===== src/rtl/mips_multicycle_control.sv =====
// mips_multicycle_control
// -----------------------------------------------------------------------------
// Multi-cycle MIPS control FSM. One shared memory and one shared ALU are
// sequenced through fetch, decode, execute, memory and writeback. Every
// datapath mux and enable is driven from the current state, the opcode held
// in the instruction register, and a memory-ready handshake.
//
// Parameters
//   MEM_TIMEOUT : max cycles spent waiting for memReady in one memory state
//                 before the instruction is aborted (0 disables the timeout)
//   TMR_W       : wait-counter width, 2**TMR_W must exceed MEM_TIMEOUT
//
// Ports
//   clk, rst            : rising-edge clock, synchronous active-high reset
//   opcode[5:0]         : instr[31:26] from the IR (stable DECODE..end)
//   memReady            : memory completes the current read/write this cycle
//   pcWrite/pcWriteCond : unconditional / branch-conditional PC load
//   iorD                : memory address select (0=PC, 1=ALUOut)
//   memRead/memWrite    : memory requests
//   irWrite             : load the instruction register
//   regDst[1:0]         : 00=rt, 01=rd, 10=r31
//   memToReg[1:0]       : 00=ALUOut, 01=MDR, 10=PC
//   aluSrcA             : 0=PC, 1=A
//   aluSrcB[1:0]        : 00=B, 01=4, 10=signext imm, 11=signext imm<<2
//   aluOp[1:0]          : 00=add, 01=sub, 10=funct
//   pcSource[1:0]       : 00=ALU, 01=ALUOut, 10=jump target
//   regWrite            : register file write
//   instrDone           : pulse on the last cycle of each instruction
//   illegalOp           : pulse, unsupported opcode seen in DECODE
//   memTimeout          : pulse, memory wait aborted
//   state[3:0]          : current state, for debug
// -----------------------------------------------------------------------------
module mips_multicycle_control #(
  parameter int MEM_TIMEOUT = 16,
  parameter int TMR_W       = 5
) (
  input  logic       clk,
  input  logic       rst,
  input  logic [5:0] opcode,
  input  logic       memReady,
  output logic       pcWrite,
  output logic       pcWriteCond,
  output logic       iorD,
  output logic       memRead,
  output logic       memWrite,
  output logic       irWrite,
  output logic [1:0] regDst,
  output logic [1:0] memToReg,
  output logic       aluSrcA,
  output logic [1:0] aluSrcB,
  output logic [1:0] aluOp,
  output logic [1:0] pcSource,
  output logic       regWrite,
  output logic       instrDone,
  output logic       illegalOp,
  output logic       memTimeout,
  output logic [3:0] state
);

  typedef enum logic [3:0] {
    S_FETCH  = 4'd0,
    S_DECODE = 4'd1,
    S_MEMADR = 4'd2,
    S_MEMRD  = 4'd3,
    S_MEMWB  = 4'd4,
    S_MEMWR  = 4'd5,
    S_EXEC   = 4'd6,
    S_ALUWB  = 4'd7,
    S_BRANCH = 4'd8,
    S_JUMP   = 4'd9,
    S_ADDIEX = 4'd10,
    S_ADDIWB = 4'd11,
    S_JAL    = 4'd12
  } state_t;

  localparam logic [5:0] OP_RTYPE = 6'b000000;
  localparam logic [5:0] OP_LW    = 6'b100011;
  localparam logic [5:0] OP_SW    = 6'b101011;
  localparam logic [5:0] OP_BEQ   = 6'b000100;
  localparam logic [5:0] OP_J     = 6'b000010;
  localparam logic [5:0] OP_JAL   = 6'b000011;
  localparam logic [5:0] OP_ADDI  = 6'b001000;

  // Counter value seen in the last permitted wait cycle.
  localparam logic [TMR_W-1:0] TMO_LAST =
    (MEM_TIMEOUT == 0) ? '0 : TMR_W'(MEM_TIMEOUT - 1);

  state_t           state_q, state_d;
  logic [TMR_W-1:0] wait_q, wait_d;

  logic mem_state;
  logic timeout_hit;

  always_ff @(posedge clk) begin
    if (rst) begin
      state_q <= S_FETCH;
      wait_q  <= '0;
    end else begin
      state_q <= state_d;
      wait_q  <= wait_d;
    end
  end

  // Only the three states that wait on memory use the counter.
  assign mem_state = (state_q == S_FETCH) || (state_q == S_MEMRD) ||
                     (state_q == S_MEMWR);

  // memReady takes priority: a timeout only fires while still not ready.
  assign timeout_hit = (MEM_TIMEOUT != 0) && mem_state && !memReady &&
                       (wait_q == TMO_LAST);

  always_comb begin
    state_d     = state_q;
    pcWrite     = 1'b0;
    pcWriteCond = 1'b0;
    iorD        = 1'b0;
    memRead     = 1'b0;
    memWrite    = 1'b0;
    irWrite     = 1'b0;
    regDst      = 2'b00;
    memToReg    = 2'b00;
    aluSrcA     = 1'b0;
    aluSrcB     = 2'b00;
    aluOp       = 2'b00;
    pcSource    = 2'b00;
    regWrite    = 1'b0;
    instrDone   = 1'b0;
    illegalOp   = 1'b0;
    memTimeout  = 1'b0;

    case (state_q)
      S_FETCH: begin
        memRead = 1'b1;
        aluSrcB = 2'b01;               // PC + 4 computed while fetching
        irWrite = memReady;
        pcWrite = memReady;
        if (memReady) state_d = S_DECODE;
      end
      S_DECODE: begin
        aluSrcB = 2'b11;               // branch target precomputed into ALUOut
        case (opcode)
          OP_RTYPE:      state_d = S_EXEC;
          OP_LW, OP_SW:  state_d = S_MEMADR;
          OP_BEQ:        state_d = S_BRANCH;
          OP_J:          state_d = S_JUMP;
          OP_JAL:        state_d = S_JAL;
          OP_ADDI:       state_d = S_ADDIEX;
          default: begin
            illegalOp = 1'b1;
            instrDone = 1'b1;
            state_d   = S_FETCH;
          end
        endcase
      end
      S_MEMADR: begin
        aluSrcA = 1'b1;
        aluSrcB = 2'b10;
        state_d = (opcode == OP_LW) ? S_MEMRD : S_MEMWR;
      end
      S_MEMRD: begin
        memRead = 1'b1;
        iorD    = 1'b1;
        if (memReady) state_d = S_MEMWB;
      end
      S_MEMWB: begin
        regWrite  = 1'b1;
        memToReg  = 2'b01;
        instrDone = 1'b1;
        state_d   = S_FETCH;
      end
      S_MEMWR: begin
        memWrite = 1'b1;
        iorD     = 1'b1;
        if (memReady) begin
          instrDone = 1'b1;
          state_d   = S_FETCH;
        end
      end
      S_EXEC: begin
        aluSrcA = 1'b1;
        aluOp   = 2'b10;
        state_d = S_ALUWB;
      end
      S_ALUWB: begin
        regWrite  = 1'b1;
        regDst    = 2'b01;
        instrDone = 1'b1;
        state_d   = S_FETCH;
      end
      S_BRANCH: begin
        aluSrcA     = 1'b1;
        aluOp       = 2'b01;
        pcWriteCond = 1'b1;
        pcSource    = 2'b01;
        instrDone   = 1'b1;
        state_d     = S_FETCH;
      end
      S_JUMP: begin
        pcWrite   = 1'b1;
        pcSource  = 2'b10;
        instrDone = 1'b1;
        state_d   = S_FETCH;
      end
      S_ADDIEX: begin
        aluSrcA = 1'b1;
        aluSrcB = 2'b10;
        state_d = S_ADDIWB;
      end
      S_ADDIWB: begin
        regWrite  = 1'b1;
        instrDone = 1'b1;
        state_d   = S_FETCH;
      end
      S_JAL: begin
        // PC and r31 written together; the register file sees the old PC+4.
        pcWrite   = 1'b1;
        pcSource  = 2'b10;
        regWrite  = 1'b1;
        regDst    = 2'b10;
        memToReg  = 2'b10;
        instrDone = 1'b1;
        state_d   = S_FETCH;
      end
      default: state_d = S_FETCH;    // unused encodings recover silently
    endcase

    if (timeout_hit) begin
      memTimeout = 1'b1;
      state_d    = S_FETCH;
    end

    // Reset blanks every output immediately, including state-derived ones.
    if (rst) begin
      pcWrite     = 1'b0;
      pcWriteCond = 1'b0;
      iorD        = 1'b0;
      memRead     = 1'b0;
      memWrite    = 1'b0;
      irWrite     = 1'b0;
      regDst      = 2'b00;
      memToReg    = 2'b00;
      aluSrcA     = 1'b0;
      aluSrcB     = 2'b00;
      aluOp       = 2'b00;
      pcSource    = 2'b00;
      regWrite    = 1'b0;
      instrDone   = 1'b0;
      illegalOp   = 1'b0;
      memTimeout  = 1'b0;
    end
  end

  // Counter restarts on every state entry (a timeout counts as re-entering
  // FETCH), on every ready cycle, and outside the memory states.
  always_comb begin
    if (memReady || timeout_hit || !mem_state || (state_d != state_q)) begin
      wait_d = '0;
    end else begin
      wait_d = wait_q + TMR_W'(1);
    end
  end

  assign state = rst ? 4'd0 : state_q;

endmodule

===== config.mk =====
export PLATFORM = sky130hd
export DESIGN_NAME = mips_multicycle_control
export DESIGN_NICKNAME = d
export VERILOG_FILES = /design/src/rtl/mips_multicycle_control.sv
export SDC_FILE = /design/constraint.sdc
export NUM_CORES = 1
export LEC_CHECK = 0
export CORE_MARGIN = 1
export CORE_UTILIZATION = 25
export CTS_CLUSTER_SIZE = 10
export DETAILED_ROUTE_END_ITERATION = 8
export MAX_ROUTING_LAYER = met4
export PLACE_DENSITY_LB_ADDON = 0.1
export SLEW_MARGIN = 10
export SYNTH_ARGS = -nofsm -noshare
export SYNTH_HDL_FRONTEND = slang
export SYNTH_SLANG_ARGS = --single-unit

===== constraint.sdc =====
create_clock -name clk -period 2.6 [get_ports clk]
set_input_delay 0.52 -clock clk [delete_from_list [all_inputs] [get_ports clk]]
set_output_delay 0.52 -clock clk [all_outputs]
set_load 0.1 [all_outputs]

Word level (Yosys, flattened, before mapping). Index checks and enable logic that the tools add are counted.

Flip-flop bits (word level): 9. Bits of input ports: 9. Output and inout bits: 25. Word-level logic and storage cells: 86.

Add/subtract/negate cells: 1. Eq/ne operators: 20. Muxes and demuxes: 42. Reduce and logical (&&, ||, !) cells: 21.

Operators with widths (count): one-hot mux 4 bit (7 select lines) (1); one-hot mux 4 bit (6 select lines) (1); 2-to-1 mux 1 bit (22); == test 4 bit, second input constant (5); 2-to-1 mux 4 bit (5); == test 4 x 3 -> 1 bit, second input constant (4); one-hot mux 2 bit (2 select lines) (4); == test 6 x 2 -> 1 bit, second input constant (2); == test 6 bit, second input constant (2); OR reduction 2 bit (6); 2-to-1 mux 2 bit (5); == test 4 x 2 -> 1 bit, second input constant (2); OR reduction 4 bit (2); OR reduction 7 bit (1); == test 6 x 3 -> 1 bit, second input constant (1); == test 6 x 4 -> 1 bit, second input constant (1); logical NOT 6 bit (1); one-hot mux 2 bit (3 select lines) (1); OR reduction 6 bit (1); adder 5 x 1 -> 5 bit, second input constant (1); == test 5 x 4 -> 1 bit, second input constant (1); logical OR 1 bit (5); == test 4 x 1 -> 1 bit, second input constant (1); logical NOT 4 bit (1); 6 further kinds (8).

Longest topological paths before layout.
Depth after elaboration: 9. Mapped depth: 6. Depth with buffers taken out: 6.

Worst setup path after synthesis. No wires, ideal clock.

Path type: reg-to-output. From: register state_q[1]. To: output port pcSource[0]. Data arrival time: 4.386 ns. Data required time: 2.080 ns. Setup slack: -2.306 ns. Cell stages (with the launch flop): 5. Path buffers: 3. Path through: dfxtp_1 clkbuf_1 clkbuf_1 nor4_1 buf_4.

Cells in the longest elaborated chain, start to end: 4. Elaborated cells on any way between the ends: 6. Those cells by class: eq/ne: 3; mux: 2; reduce/logical: 1.

Ends and longest elaborated chain: start, declared (RTL line 88) `state_t state_q, state_d;`; start signal, assigned (RTL line 99) `state_q <= state_d;`; == test 4 bit (RTL line 131) `case (state_q)`; OR reduction 2 bit (no line); one-hot mux 2 bit (2 select lines) * (RTL line 131); 2-to-1 mux 2 bit * (RTL line 233) `if (rst) begin`; end, declared (RTL line 52) `output logic [1:0] pcSource,`.

Mark *: on every way between the ends. The rest lies on a longest branch, timed or not.

Worst setup path after layout.
From: input port opcode[0]. To: output port instrDone.

Cells in the longest elaborated chain, start to end: 5. Elaborated cells on any way between the ends: 11. Those cells by class: eq/ne: 6; mux: 3; reduce/logical: 2.

Ends and longest elaborated chain: start, declared (RTL line 39) `input logic [5:0] opcode,`; == test 6 bit, or another cell as far along (RTL line 141) `case (opcode)`; OR reduction 7 bit (no line) *; 2-to-1 mux 1 bit * (RTL line 141); one-hot mux 1 bit (3 select lines) * (RTL line 131); 2-to-1 mux 1 bit * (RTL line 233); end, declared (RTL line 54) `output logic instrDone,`.

Marks and branches as above.

==> flow_metrics.tcl <==
set metrics [dict create \
    status "completed" \
    internal_power_mw 0.2787 \
    drtPass1Iterations 4 \
    hold_slack_ns 0.4509 \
    worstSetupPathType "in -> out" \
    fin_total_pwr_mw 0.4381 \
    core_sq_um 3337 \
    finalMaxSlewViolations 0 \
    crit_family "buffers and inverters" \
    num_rows 21 \
    dr_total_vias 1053 \
    drive_above_1_share 0.4588 \
    clk_pin_slew_worst_paths_ns 0.06 \
    clockBufferDepth 2 \
    swShare 0.3638 \
    seqPwrFrac 0.326 \
    antenna_found_initial 0 \
    synth-seq-area-share 0.2078 \
    async_reset_ff_frac 0 \
    finalHoldViolCount 0 \
    top_layer "met3" \
    crit_required_ns 2.08 \
    die_x_microns 60.89 \
    yosysTopAreaCellShare 0.2078 \
    synth_ff_type "dfxtp_1" \
    avgSynthCellArea_sq_um 6.993 \
    cts_tree "yes" \
    initial_utilization 0.2598 \
    path_max_fanout 4 \
    fin_worst_skew_ns 0.005896 \
    io_pins 34 \
    slew_headroom 0.7098 \
    cp.arrival_ns 2.04 \
    grt_pass1_vias 976 \
    synth.cell_area_sq_um 867.1 \
    ys_warn_count 0 \
    ir_worst_vdd_mv 0.1266 \
    cap_violations 0 \
    htreeDepth 1 \
    power_frac_comb 0.439 \
    io_buffer_count 33 \
    dieArea_sq_um 3708 \
    routed_wl_microns 2643 \
    grt_use_total 0.1583 \
    cts_buffers 3 \
    fmax_mhz 390.3 \
    p_clk_frac 0.235 \
    cp-end-kind "output port" \
    cts_num_sinks 9 \
    dp_hpwl_microns 2137 \
    finalNetCount 182 \
    synthToLayoutAreaGrowth_pct 107.5 \
    hold_class "reg -> reg" \
    finalCritPeriodShare 0.9854 \
    grt_overflow 0 \
    power_leakage_nw 0.6843 \
    ys_top_cells_by_count "nor2_1 (12), dfxtp_1 (9), clkbuf_1 (8)" \
    place_ws_ns -0.08417 \
    crit_chain "clkdlybuf4s50_1 -> or2_2 -> nor4_2 -> buf_4 -> nor4_4 -> a21o_4 -> buf_12" \
    grt_max_degree 25 \
    critPathLaunchType "primary input" \
    wl_per_cell_microns 12.24 \
    cp_slowest_stage_delay_ns 0.46 \
    synth_cell_types 36 \
    power.switching_mw 0.1594 \
    place.gp.congestion 0.7452 \
    finalCriticalPeriod_ns 2.562 \
    syn_nets 135 \
    antennaDiodeCount 0 \
    ant_nets 0 \
    holdBufCountCts 0 \
    synthTopCellsByArea "dfxtp_1 (21%), nor2_1 (5.2%), nor2b_1 (5.1%)" \
    drcViolationCount 0 \
    slowest_stage "clkdlybuf4s50_1" \
    synth_edf_count 0 \
    wl_met2_microns 1336 \
    synth_most_common_cell "nor2_1" \
    setup_viol 0 \
    final_cell_area_sq_um 1799 \
    powerDensity_nw_per_um2 243.5 \
    die_h_microns 60.89 \
    grt_setup_unrepaired "true" \
    viasPerCell 4.875 \
    post-synth-top-area-cell "dfxtp_1" \
    met3_length_microns 153 \
    setup_ws_ns 0.03788 \
    drtIter0Drc 9 \
    ys_ff_latch 9 \
    final_util 0.5392 \
    critPathBufInv 3 \
    worst_pin_slew_ns 0.4317 \
    met1_length_microns 1152 \
    grt_pass1_wl_microns 4257 \
    clk_root_buffer_cell "clkbuf_4" \
    synthCells 124 \
    post_dp_cell_area_sq_um 1738 \
    clk_latency_ns 0.26 \
]
-- path summary, 6_finish.rpt --
check / startpoint / to / slack, ns / depth (start not counted)
max reg2reg: state_q[1] / state_q[0] / 0.88 / 5
min reg2reg: wait_q[0] / wait_q[0] / 0.45 / 1
min: wait_q[0] / wait_q[0] / 0.45 / 1
max: opcode[0] / instrDone / 0.04 / 7
-- power groups by stage --
stage / registers, mW / logic (mW) / clock network [mW]
floorplan: 0.146 / 0.110 / 0
global placement: 0.146 / 0.185 / 0
detailed placement: 0.146 / 0.188 / 0
CTS: 0.143 / 0.190 / 0.109
global route: 0.143 / 0.202 / 0.121
finish: 0.143 / 0.192 / 0.103
-- stage by stage --
step                cells  setup TNS [ns]
finish                216               0
global route          216       -0.009411
CTS                   215               0
detailed placement    211         -0.1204
global placement      211        -0.08416
floorplan             124          -1.276
-- per-layer routing --
metal  global-route usage  up-vias
met4                    0        0
met1               0.1901      481
met3              0.04904        0
met5                    -        -
li1                     -      534
met2               0.2763       38
-- state kept, by name, summed over array words and instances (netlist names) --
| register | flops |
|---|---|
| wait_q | 5 |
| state_q | 4 |
-- kinds of logic after synthesis --
group           count (synthesis)  synth area share
compound gates                 21            0.1458
xor+xnor                        6           0.06062
fa+ha+maj                       2           0.02886
buf+inv                        13           0.06061
flops                           9            0.2078
mux                             1           0.01154
simple gates                   72            0.4848
-- cell usage in the layout (no fill, tap or decap), drive strengths merged, types with 2 or more instances in the layout --
| cell type | count |
|---|---|
| a21oi | 7 |
| a31o | 2 |
| a31oi | 3 |
| and2 | 3 |
| and3 | 4 |
| buf | 43 |
| clkbuf | 4 |
| clkdlybuf4s50 | 8 |
| dfxtp | 9 |
| ha | 2 |
| inv | 4 |
| nand2 | 7 |
| nand2b | 2 |
| nand3 | 3 |
| nand3b | 3 |
| nor2 | 12 |
| nor2b | 7 |
| nor3 | 7 |
| nor3b | 3 |
| nor4 | 7 |
| o21ai | 5 |
| or2 | 3 |
| or3 | 5 |
| or3b | 2 |
| xnor2 | 3 |
| xor2 | 3 |
-- cell type report --
cell class	instances	area (sq um)
repair buffers	51	715.7
fillers	330	1538
inverters	4	15.01
well taps	46	57.56
clock buffers	4	26.28
flip-flops and latches	9	183.9
multi-input cells	102	800.8
-- timing repair --
| action | 4_1_cts | 5_1_grt |
|---|---|---|
| buffers inserted | 0 | 1 |
| resized for setup | 2 | 3 |
| cloned | 0 | 0 |
| pin swaps | 1 | 2 |
| endpoints found under the setup margin | 2 | 2 |
Power figures use the tool's default switching activity.
